$ cat config.mk
export PLATFORM = sky130hd
export DESIGN_NAME = uart_receiver
export DESIGN_NICKNAME = d
export VERILOG_FILES = /design/src/rtl/uart_receiver_pkg.sv /design/src/rtl/uart_receiver_bit_sync.sv /design/src/rtl/uart_receiver.sv
export SDC_FILE = /design/constraint.sdc
export NUM_CORES = 1
export LEC_CHECK = 0
export ABC_AREA = 1
export BUFFER_PORTS_ARGS = -buffer_cell sky130_fd_sc_hd__buf_2
export CAP_MARGIN = 10
export CORE_MARGIN = 2
export CORE_UTILIZATION = 25
export CTS_CLUSTER_DIAMETER = 50
export CTS_CLUSTER_SIZE = 30
export DETAILED_ROUTE_END_ITERATION = 8
export HOLD_SLACK_MARGIN = 0.03
export SLEW_MARGIN = 30
export SYNTH_ARGS = -nofsm -noshare
export SYNTH_HDL_FRONTEND = slang
export SYNTH_SLANG_ARGS = --single-unit
$ cat constraint.sdc
create_clock -name clk -period 1.81 [get_ports clk]
set_input_delay 0.543 -clock clk [delete_from_list [all_inputs] [get_ports clk]]
set_output_delay 0.543 -clock clk [all_outputs]
set_load 0.005 [all_outputs]
$ cat src/rtl/uart_receiver_pkg.sv
// Shared definitions for the UART receive path: parity codes, FSM state
// encodings and the parity-mismatch helper.
package uart_receiver_pkg;

  // Parity mode codes, also used by the transmitter.
  localparam int PARITY_NONE = 0;
  localparam int PARITY_ODD  = 1;
  localparam int PARITY_EVEN = 2;

  // Receive FSM state encodings.
  localparam logic [2:0] S_IDLE      = 3'd0;
  localparam logic [2:0] S_START     = 3'd1;
  localparam logic [2:0] S_DATA      = 3'd2;
  localparam logic [2:0] S_PARITY    = 3'd3;
  localparam logic [2:0] S_STOP      = 3'd4;
  localparam logic [2:0] S_WAIT_HIGH = 3'd5;

  // xor_all is the XOR of every data bit and the received parity bit.
  function automatic logic parity_mismatch(input int mode, input logic xor_all);
    case (mode)
      PARITY_ODD:  return ~xor_all;
      PARITY_EVEN: return xor_all;
      default:     return 1'b0;
    endcase
  endfunction

endpackage

$ cat src/rtl/uart_receiver_bit_sync.sv
// Two-flop synchroniser for a single asynchronous input bit.
module uart_bit_sync #(
  parameter logic INIT = 1'b1
) (
  input  logic clk,
  input  logic rst,
  input  logic i_d,
  output logic o_q
);

  logic r_meta;
  logic r_sync;

  // Double-register the input; both stages reset to the idle level.
  always_ff @(posedge clk or negedge rst) begin
    if (!rst) begin
      r_meta <= INIT;
      r_sync <= INIT;
    end else begin
      r_meta <= i_d;
      r_sync <= r_meta;
    end
  end

  assign o_q = r_sync;

endmodule

$ cat src/rtl/uart_receiver.sv
// UART receive core: synchronises rx, validates the start bit, samples each
// bit at mid-bit, checks parity/stop and holds one word until acknowledged.
module uart_receiver
  import uart_receiver_pkg::*;
#(
  parameter int CLK_FREQ   = 50_000_000,
  parameter int BAUD_RATE  = 9600,
  parameter int PARITY_BIT = 0,
  parameter int DATA_LEN   = 8,
  parameter int STOP_BIT   = 1
) (
  input  logic                clk,
  input  logic                rst,
  input  logic                rx,
  input  logic                rx_data_readed,
  output logic [DATA_LEN-1:0] rx_data,
  output logic                rx_data_ready,
  output logic                parity_err,
  output logic                frame_err,
  output logic                overrun
);

  localparam int BIT_TICKS = CLK_FREQ / BAUD_RATE;
  localparam int HALF      = BIT_TICKS / 2;
  localparam int CNT_W     = (BIT_TICKS > 2) ? $clog2(BIT_TICKS) : 1;

  logic                w_rx_s;
  logic                w_tick;
  logic                w_data_smp;
  logic                w_stop_ok;

  logic [2:0]          r_state;
  logic [CNT_W-1:0]    r_cnt;
  logic [3:0]          r_idx;
  logic                r_stop_idx;
  logic                r_par_err;
  logic                r_done;
  logic                r_ferr_p;

  logic [DATA_LEN-1:0] r_shift;
  logic [DATA_LEN-1:0] r_word;
  logic                r_word_perr;

  logic [DATA_LEN-1:0] r_rx_data;
  logic                r_ready;
  logic                r_perr;
  logic                r_frame_err;
  logic                r_overrun;

  uart_bit_sync #(.INIT(1'b1)) u_sync (
    .clk (clk),
    .rst (rst),
    .i_d (rx),
    .o_q (w_rx_s)
  );

  assign w_tick     = (r_cnt == '0);
  assign w_data_smp = (r_state == S_DATA) && w_tick;
  assign w_stop_ok  = (r_state == S_STOP) && w_tick && w_rx_s &&
                      (r_stop_idx == 1'(STOP_BIT - 1));

  // Frame FSM with the shared baud down-counter; a sample is taken when the
  // counter reaches zero, and the counter is reloaded for the next bit.
  always_ff @(posedge clk or negedge rst) begin
    if (!rst) begin
      r_state    <= S_IDLE;
      r_cnt      <= '0;
      r_idx      <= '0;
      r_stop_idx <= 1'b0;
      r_par_err  <= 1'b0;
      r_done     <= 1'b0;
      r_ferr_p   <= 1'b0;
    end else begin
      r_done   <= 1'b0;
      r_ferr_p <= 1'b0;
      case (r_state)
        S_IDLE: begin
          if (!w_rx_s) begin
            r_state <= S_START;
            r_cnt   <= CNT_W'(HALF - 1);
          end
        end
        S_START: begin
          if (w_tick) begin
            if (w_rx_s) begin
              r_state <= S_IDLE;
            end else begin
              r_state   <= S_DATA;
              r_idx     <= '0;
              r_par_err <= 1'b0;
              r_cnt     <= CNT_W'(BIT_TICKS - 1);
            end
          end else begin
            r_cnt <= r_cnt - 1'b1;
          end
        end
        S_DATA: begin
          if (w_tick) begin
            r_cnt <= CNT_W'(BIT_TICKS - 1);
            if (r_idx == 4'(DATA_LEN - 1)) begin
              r_state    <= (PARITY_BIT != PARITY_NONE) ? S_PARITY : S_STOP;
              r_stop_idx <= 1'b0;
            end else begin
              r_idx <= r_idx + 1'b1;
            end
          end else begin
            r_cnt <= r_cnt - 1'b1;
          end
        end
        S_PARITY: begin
          if (w_tick) begin
            r_par_err  <= parity_mismatch(PARITY_BIT, (^r_shift) ^ w_rx_s);
            r_state    <= S_STOP;
            r_stop_idx <= 1'b0;
            r_cnt      <= CNT_W'(BIT_TICKS - 1);
          end else begin
            r_cnt <= r_cnt - 1'b1;
          end
        end
        S_STOP: begin
          if (w_tick) begin
            if (!w_rx_s) begin
              r_ferr_p <= 1'b1;
              r_state  <= S_WAIT_HIGH;
            end else if (w_stop_ok) begin
              // Return to IDLE right at the last stop sample so a start bit
              // that follows immediately is not missed.
              r_done  <= 1'b1;
              r_state <= S_IDLE;
            end else begin
              r_stop_idx <= 1'b1;
              r_cnt      <= CNT_W'(BIT_TICKS - 1);
            end
          end else begin
            r_cnt <= r_cnt - 1'b1;
          end
        end
        S_WAIT_HIGH: begin
          // A held-low line (break) must go high before a new start counts.
          if (w_rx_s) r_state <= S_IDLE;
        end
        default: r_state <= S_IDLE;
      endcase
    end
  end

  // Shift data in LSB-first and capture the completed word at the stop sample.
  always_ff @(posedge clk) begin
    if (w_data_smp) r_shift <= {w_rx_s, r_shift[DATA_LEN-1:1]};
    if (w_stop_ok) begin
      r_word      <= r_shift;
      r_word_perr <= r_par_err;
    end
  end

  // Consumer handshake: deliver, drop on overrun, or clear on acknowledge.
  always_ff @(posedge clk or negedge rst) begin
    if (!rst) begin
      r_rx_data   <= '0;
      r_ready     <= 1'b0;
      r_perr      <= 1'b0;
      r_frame_err <= 1'b0;
      r_overrun   <= 1'b0;
    end else begin
      r_frame_err <= r_ferr_p;
      if (r_done) begin
        if (!r_ready || rx_data_readed) begin
          r_rx_data <= r_word;
          r_perr    <= r_word_perr;
          r_ready   <= 1'b1;
          // The held word was consumed this cycle, so nothing was lost.
          if (rx_data_readed) r_overrun <= 1'b0;
        end else begin
          r_overrun <= 1'b1;
        end
      end else if (r_ready && rx_data_readed) begin
        r_ready   <= 1'b0;
        r_overrun <= 1'b0;
      end
    end
  end

  assign rx_data       = r_rx_data;
  assign rx_data_ready = r_ready;
  assign parity_err    = r_perr;
  assign frame_err     = r_frame_err;
  assign overrun       = r_overrun;

endmodule

==> flow_metrics.py, run 1 <==
metrics = {
    "drt": {
        "routed_wl_um": 4730,
        "drt-initial-drc-count": 121,
        "drtPass1Iterations": 4,
        "drc": 0,
        "avgRoutedWirePerCell_um": 10.6,
        "drtAntennaViolNets": 0,
        "vias": 1872,
        "routed_via_density": 4.19,
    },
    "die": {
        "initial_core_util_pct": 25.6,
        "dieArea_um2": 10800,
        "ios": 16,
        "rows": 36,
        "die_w_um": 104,
        "die_h_um": 104,
        "core-area_um2": 9730,
    },
    "grt": {
        "antenna_found_initial": 0,
        "use_met2_pct": 15.3,
        "grt_first_pass_wirelength_um": 8360,
        "use_met1_pct": 11.9,
        "track_usage_pct": 9.35,
        "grt_overflow": 0,
        "grt_max_degree": 24,
        "top_usage_layer": "met2",
        "met3_usage_pct": 2.08,
        "grt_pass1_vias": 1837,
    },
    "logic_synthesis": {
        "yosys-top-cells-count": "86 x nand2_1, 39 x inv_1, 34 x dfrtp_1, 34 x nor2_1, 19 x nand3_1",
        "seq_area_frac_synth_pct": 55.6,
        "avgSynthCellArea_um2": 8.73,
        "synth_edf_count": 16,
        "ys_types": 27,
        "yosys_warnings": 0,
        "synthArstFlopShare_pct": 69.2,
        "synth.area.top_cells": "dfrtp_1 34%, edfxtp_1 19%, nand2_1 13%, inv_1 5.9%, nor2_1 5.1%",
        "syn-num-nets": 291,
        "synth_top_area_share_pct": 34.2,
        "synth.most_common_cell": "nand2_1",
        "syn_area_um2": 2490,
        "yosysTopAreaCell": "dfrtp_1",
        "ys_ff_latch": 52,
        "ys.flop_type": "dfrtp_1",
        "syn_inst": 285,
    },
    "sta": {
        "fin_worst_skew_ns": 0.0199,
        "worst_slack_ns": 0.135,
        "setup_viol": 0,
        "fin_crit_sh_pct": 92.6,
        "drv_slew": 0,
        "hold_viol": 0,
        "post-route-min-period_ns": 1.68,
        "finalSetupTns_ns": 0,
        "holdWs_ns": 0.123,
        "max_freq_ghz": 0.597,
    },
    "power_and_ir_drop": {
        "power_leakage_nw": 1.43,
        "power_density_nw_per_um2": 672,
        "peakVddDrop_uv": 343,
        "p_total_mw": 1.95,
    },
    "setup_path": {
        "critPathBufInv": 0,
        "cp_common_cell": "nand2_1",
        "worstSetupPathType": "reg2reg",
        "critPathLaunchType": "flop",
        "crit_fanout": 11,
        "endpoint_kind": "flop",
        "critPathRequiredTime_ns": 2.01,
        "worstPathArrival_ns": 1.88,
        "path_delay_family": "simple AND/OR/NAND/NOR gates",
        "cpMaxStageDelayCell": "dfrtp_1",
        "critPathMaxStageDelay_ns": 0.44,
        "crit_chain": "nor2_1, nand2_1, nor2_4, nand2_4, a21oi_1, nor2_4, nand2_1, nand2_1",
    },
    "layout": {
        "fill_cells": 1030,
        "drive_gt1_share_pct": 18.5,
        "fin_util_pct": 29.8,
        "stdcell_area_um2": 2900,
        "area_growth_pct": 16.7,
        "fin_nets": 319,
        "antenna_cells": 0,
        "instances_no_fill": 447,
    },
    "placement": {
        "portBuffers": 14,
        "gp_congestion": 0.793,
        "dp_hpwl_um": 3300,
        "place_ws_ns": -0.0695,
        "dp.cells": 438,
        "dpl_cell_area_um2": 2780,
    },
    "status": {
        "outcome": "completed",
    },
    "clock_tree": {
        "clock_path_buffers": 2,
        "cts_buffers": 5,
        "clock_latency_ns": 0.32,
        "clk_pin_slew_ns": 0.11,
        "cts_tree": "yes",
        "cts-htree-levels": 2,
        "cts_root_buf": "clkbuf_8",
        "cts.sinks": 52,
    },
    "job": {
        "drv_cap": 0,
    },
    "hold_path": {
        "hp-class": "in2async",
    },
}
[path summary, 6_finish.rpt]
path | start | end | slack [ns] | cells past startpoint
min in group clk | rx | u_sync.r_meta | 0.32 | 1
setup reg to reg | r_cnt[5] | r_cnt[11] | 0.13 | 8
max in group asynchronous | rst | r_cnt[11] | 1.21 | 2
hold reg to reg | r_ferr_p | frame_err | 0.35 | 0
hold / removal | rst | r_stop_idx | 0.12 | 1
setup / recovery | r_cnt[5] | r_cnt[11] | 0.13 | 8
[final cells by class]
| cell class | instances | area (µm²) | area share, % |
|---|---|---|---|
| Clock buffer | 5 | 68.8 | 2.37 |
| Clock inverter | 3 | 25.0 | 0.862 |
| Inverter | 41 | 154 | 5.30 |
| Multi-Input combinational cell | 188 | 941 | 32.4 |
| Sequential cell | 52 | 1380 | 47.7 |
| Tap cell | 133 | 166 | 5.73 |
| Timing Repair Buffer | 25 | 165 | 5.69 |
[registers in the layout (all words and copies together), names as in the netlist]
register / count
r_cnt: 13
r_shift: 8
r_word: 8
rx_data: 8
r_idx: 4
r_state: 3
frame_err: 1
overrun: 1
r_done: 1
r_ferr_p: 1
r_stop_idx: 1
rx_data_ready: 1
u_sync.o_q: 1
u_sync.r_meta: 1
[worst register-to-register path, cell delays in order, from the launching register on]
cell and delay [ns]:
dfrtp_1 0.44, nor2_1 0.19, nand2_1 0.14, nor2_4 0.19
nand2_4 0.11, a21oi_1 0.25, nor2_4 0.12, nand2_1 0.08
nand2_1 0.04
[repair_timing]
action                                  4_1_cts  5_1_grt
gates resized for setup                       1        6
endpoints found under the setup margin       11       21
gates cloned                                  0        0
pin swaps                                     0        2
setup buffers                                 0        1
hold buffers                                  0        0
[placed cells by master (no fill, tap or decap), drive strengths merged]
master,instances
a21oi,8
a41oi,1
buf,25
clkbuf,5
clkinvlp,1
conb,1
dfrtp,34
dfstp,2
edfxtp,16
ha,2
inv,43
mux2,8
nand2,92
nand3,19
nand3b,1
nand4,3
nor2,37
nor3,1
o211ai,1
o21ai,12
xor2,2
[kinds of logic after synthesis]
logic type	share of synthesized area [%]
and+or+nand+nor	25.6
xor gates and xnor gates	0.704
DFF	55.6
buffers and inverters	7.69
muxes	3.62
AOI/OAI and AO/OA	5.58
adders and majority gates	1.01
other	0.151
[metal layers]
layer,vias to the layer above,routed length [µm]
met2,43,2150
met1,868,2280
li1,955,-
met3,6,200
met4,0,93
met5,-,0
[power breakdown]
group          leakage (nW)  switching, mW  total, mW  internal [mW]
clock                0.0452          0.423      0.706          0.283
combinational         0.799         0.0241     0.0339        0.00972
sequential            0.586        0.00244       1.21           1.21
total                  1.43          0.450       1.95           1.50
Note: power is estimated with default switching activity, not from simulation.
==> inputs of run 2 (changes only) <==
==> constraint.sdc (replaced) <==
create_clock -name clk -period 1.9 [get_ports clk]
set_input_delay 0.57 -clock clk [delete_from_list [all_inputs] [get_ports clk]]
set_output_delay 0.57 -clock clk [all_outputs]
set_load 0.02 [all_outputs]
==> run 2 against run 1 <==
Compared with the run above: sequential power decreased by 5%; flip-flop and latch count unchanged; die area unchanged; total power decreased by 5.5%.
==> flow_metrics.py, run 2 (synthesis results as in run 1) <==
metrics = {
    "clock_tree": {
        "postCtsSetupBuffers": 0,
        "clock_path_buffers": 2,
        "cts_tree": "yes",
        "cts.sinks": 52,
        "cts-htree-levels": 2,
        "cts_root_buf": "clkbuf_8",
        "clock_latency_ns": 0.31,
        "cts_buffers": 5,
        "postCtsHoldBufs": 0,
        "clk_pin_slew_ns": 0.10,
    },
    "sta": {
        "drv_slew": 0,
        "fin_worst_skew_ns": 0.0134,
        "grt_setup_unrepaired": "false",
        "finalSetupTns_ns": 0,
        "fin_crit_sh_pct": 91.2,
        "setup_viol": 0,
        "hold_viol": 0,
        "max_freq_ghz": 0.577,
        "post-route-min-period_ns": 1.73,
    },
    "grt": {
        "track_usage_pct": 9.00,
        "grt_overflow": 0,
        "antenna_found_initial": 0,
        "grt_max_degree": 37,
        "grt_pass1_vias": 1777,
        "grt_first_pass_wirelength_um": 7960,
    },
    "setup_path": {
        "critPathRequiredTime_ns": 2.12,
        "cpMaxStageDelayCell": "dfrtp_1",
        "critPathLaunchType": "flop",
        "worstPathArrival_ns": 1.95,
        "critPathBufInv": 2,
        "path_delay_family": "simple AND/OR/NAND/NOR gates",
        "r2r_slack_ns": 0.17,
        "cp_common_cell": "nand2_2",
        "crit_fanout": 5,
        "crit_chain": "inv_1, ha_2, nand2_2, nor2_4, nand2_2, buf_4, o21ai_4, nand2_2, nand2_1, nand2_1",
        "worstSetupPathType": "reg2reg",
        "critPathMaxStageDelay_ns": 0.39,
        "endpoint_kind": "flop",
    },
    "placement": {
        "portBuffers": 14,
        "dp.cells": 433,
        "dp_hpwl_um": 3110,
        "gp_congestion": 0.853,
    },
    "layout": {
        "largest_reg_flops": 13,
        "mostFrequentLayoutCells": "86 x nand2_1, 39 x inv_1, 34 x dfrtp_1, 33 x nor2_1, 19 x nand3_1",
        "final_common_cell": "nand2_1",
        "fill_cells": 1009,
        "fin_nets": 314,
        "instances_no_fill": 442,
        "antenna_cells": 0,
        "drive_gt1_share_pct": 17.2,
        "regMostFlops": "r_cnt",
        "area_growth_pct": 14.4,
    },
    "die": {
        "initial_core_util_pct": 25.6,
        "die_w_um": 104,
        "ios": 16,
        "rows": 36,
        "die_h_um": 104,
        "dieArea_um2": 10800,
        "core-area_um2": 9730,
    },
    "drt": {
        "drc": 0,
        "routed_via_density": 4.20,
        "vias": 1856,
        "drtPass1Iterations": 4,
        "drtAntennaViolNets": 0,
        "routed_wl_um": 4480,
        "avgRoutedWirePerCell_um": 10.1,
        "drt-initial-drc-count": 94,
    },
    "power_and_ir_drop": {
        "sw_frac_of_total_pct": 22.4,
        "power_density_nw_per_um2": 648,
        "peakVddDrop_uv": 244,
        "clkPwrFrac_pct": 35.6,
        "seq_power_share_pct": 62.6,
        "power_leakage_nw": 1.39,
        "power_frac_comb_pct": 1.8,
        "p_int_mw": 1.43,
        "power.switching_mw": 0.414,
    },
    "status": {
        "outcome": "completed",
    },
    "hold_path": {
        "hp-class": "in2async",
    },
    "job": {
        "drv_cap": 0,
    },
}
[run 2: cell types whose count changed in the layout (fill, tap and decap cells not counted), moves of 2 or more]
cell	delta
nand2_2	+3
nor2_4	-2
buf_4	-6
nand2_4	-2
nor2_2	+2
[run 2: power groups by stage]
stage	sequential [mW]	combinational (mW)	clock, mW
global route	1.16	0.0392	0.749
CTS	1.16	0.0355	0.694
finish	1.15	0.0336	0.656
floorplan	1.18	0.00878	0
detailed placement	1.18	0.0355	0
global placement	1.18	0.0347	0
[run 2: worst paths after layout]
kind,start,endpoint,depth (start not counted)
setup / recovery,r_cnt[0],r_state[2],10
hold / removal,rst,r_idx[2],2
setup reg to reg,r_cnt[0],r_state[2],10
hold reg to reg,r_ferr_p,frame_err,0
max in group asynchronous,rst,u_sync.o_q,2
min in group clk,rx,u_sync.r_meta,1
[run 2: area by class of cell]
type	instances	area, µm²	share of cell area [%]
timing repair buffer	19	120	4.22
sequential	52	1380	48.6
multi-input combinational	189	930	32.6
clock buffer	5	68.8	2.42
tap	133	166	5.84
clock inverter	3	25.0	0.879
inverter	41	154	5.40
[run 2: metal layers]
layer / track usage [%] / routed length [µm] / vias up
li1: - / - / 946
met1: 11.4 / 2100 / 871
met2: 14.5 / 2100 / 35
met3: 1.57 / 206 / 4
met4: 5.02 / 79 / 0
met5: 0 / 0 / -
[run 2: worst register-to-register path, stage by stage (launching register included)]
cell     delay, ns
dfrtp_1       0.39
inv_1         0.11
ha_2          0.23
nand2_2       0.10
nor2_4        0.17
nand2_2       0.10
buf_4         0.17
o21ai_4       0.18
nand2_2       0.09
nand2_1       0.07
nand2_1       0.05
[run 2: timing repair]
item	4_1_cts	5_1_grt
resized for setup	1	3
cloned	0	1
pin swaps	0	1
setup endpoints to repair	3	13
hold endpoints to repair	0	0
[run 2: stage by stage]
stage,total power [mW],area [µm²],hold WS (ns),util [%],setup slack [ns]
floorplan,1.19,2490,0.274,-,0.0371
global placement,1.21,2740,0.332,28.1,0.0975
detailed placement,1.21,2740,0.335,28.1,0.0126
CTS,1.88,2830,0.201,29.1,0.124
global route,1.94,2850,0.213,29.3,0.0158
finish,1.84,2850,0.207,29.3,0.166
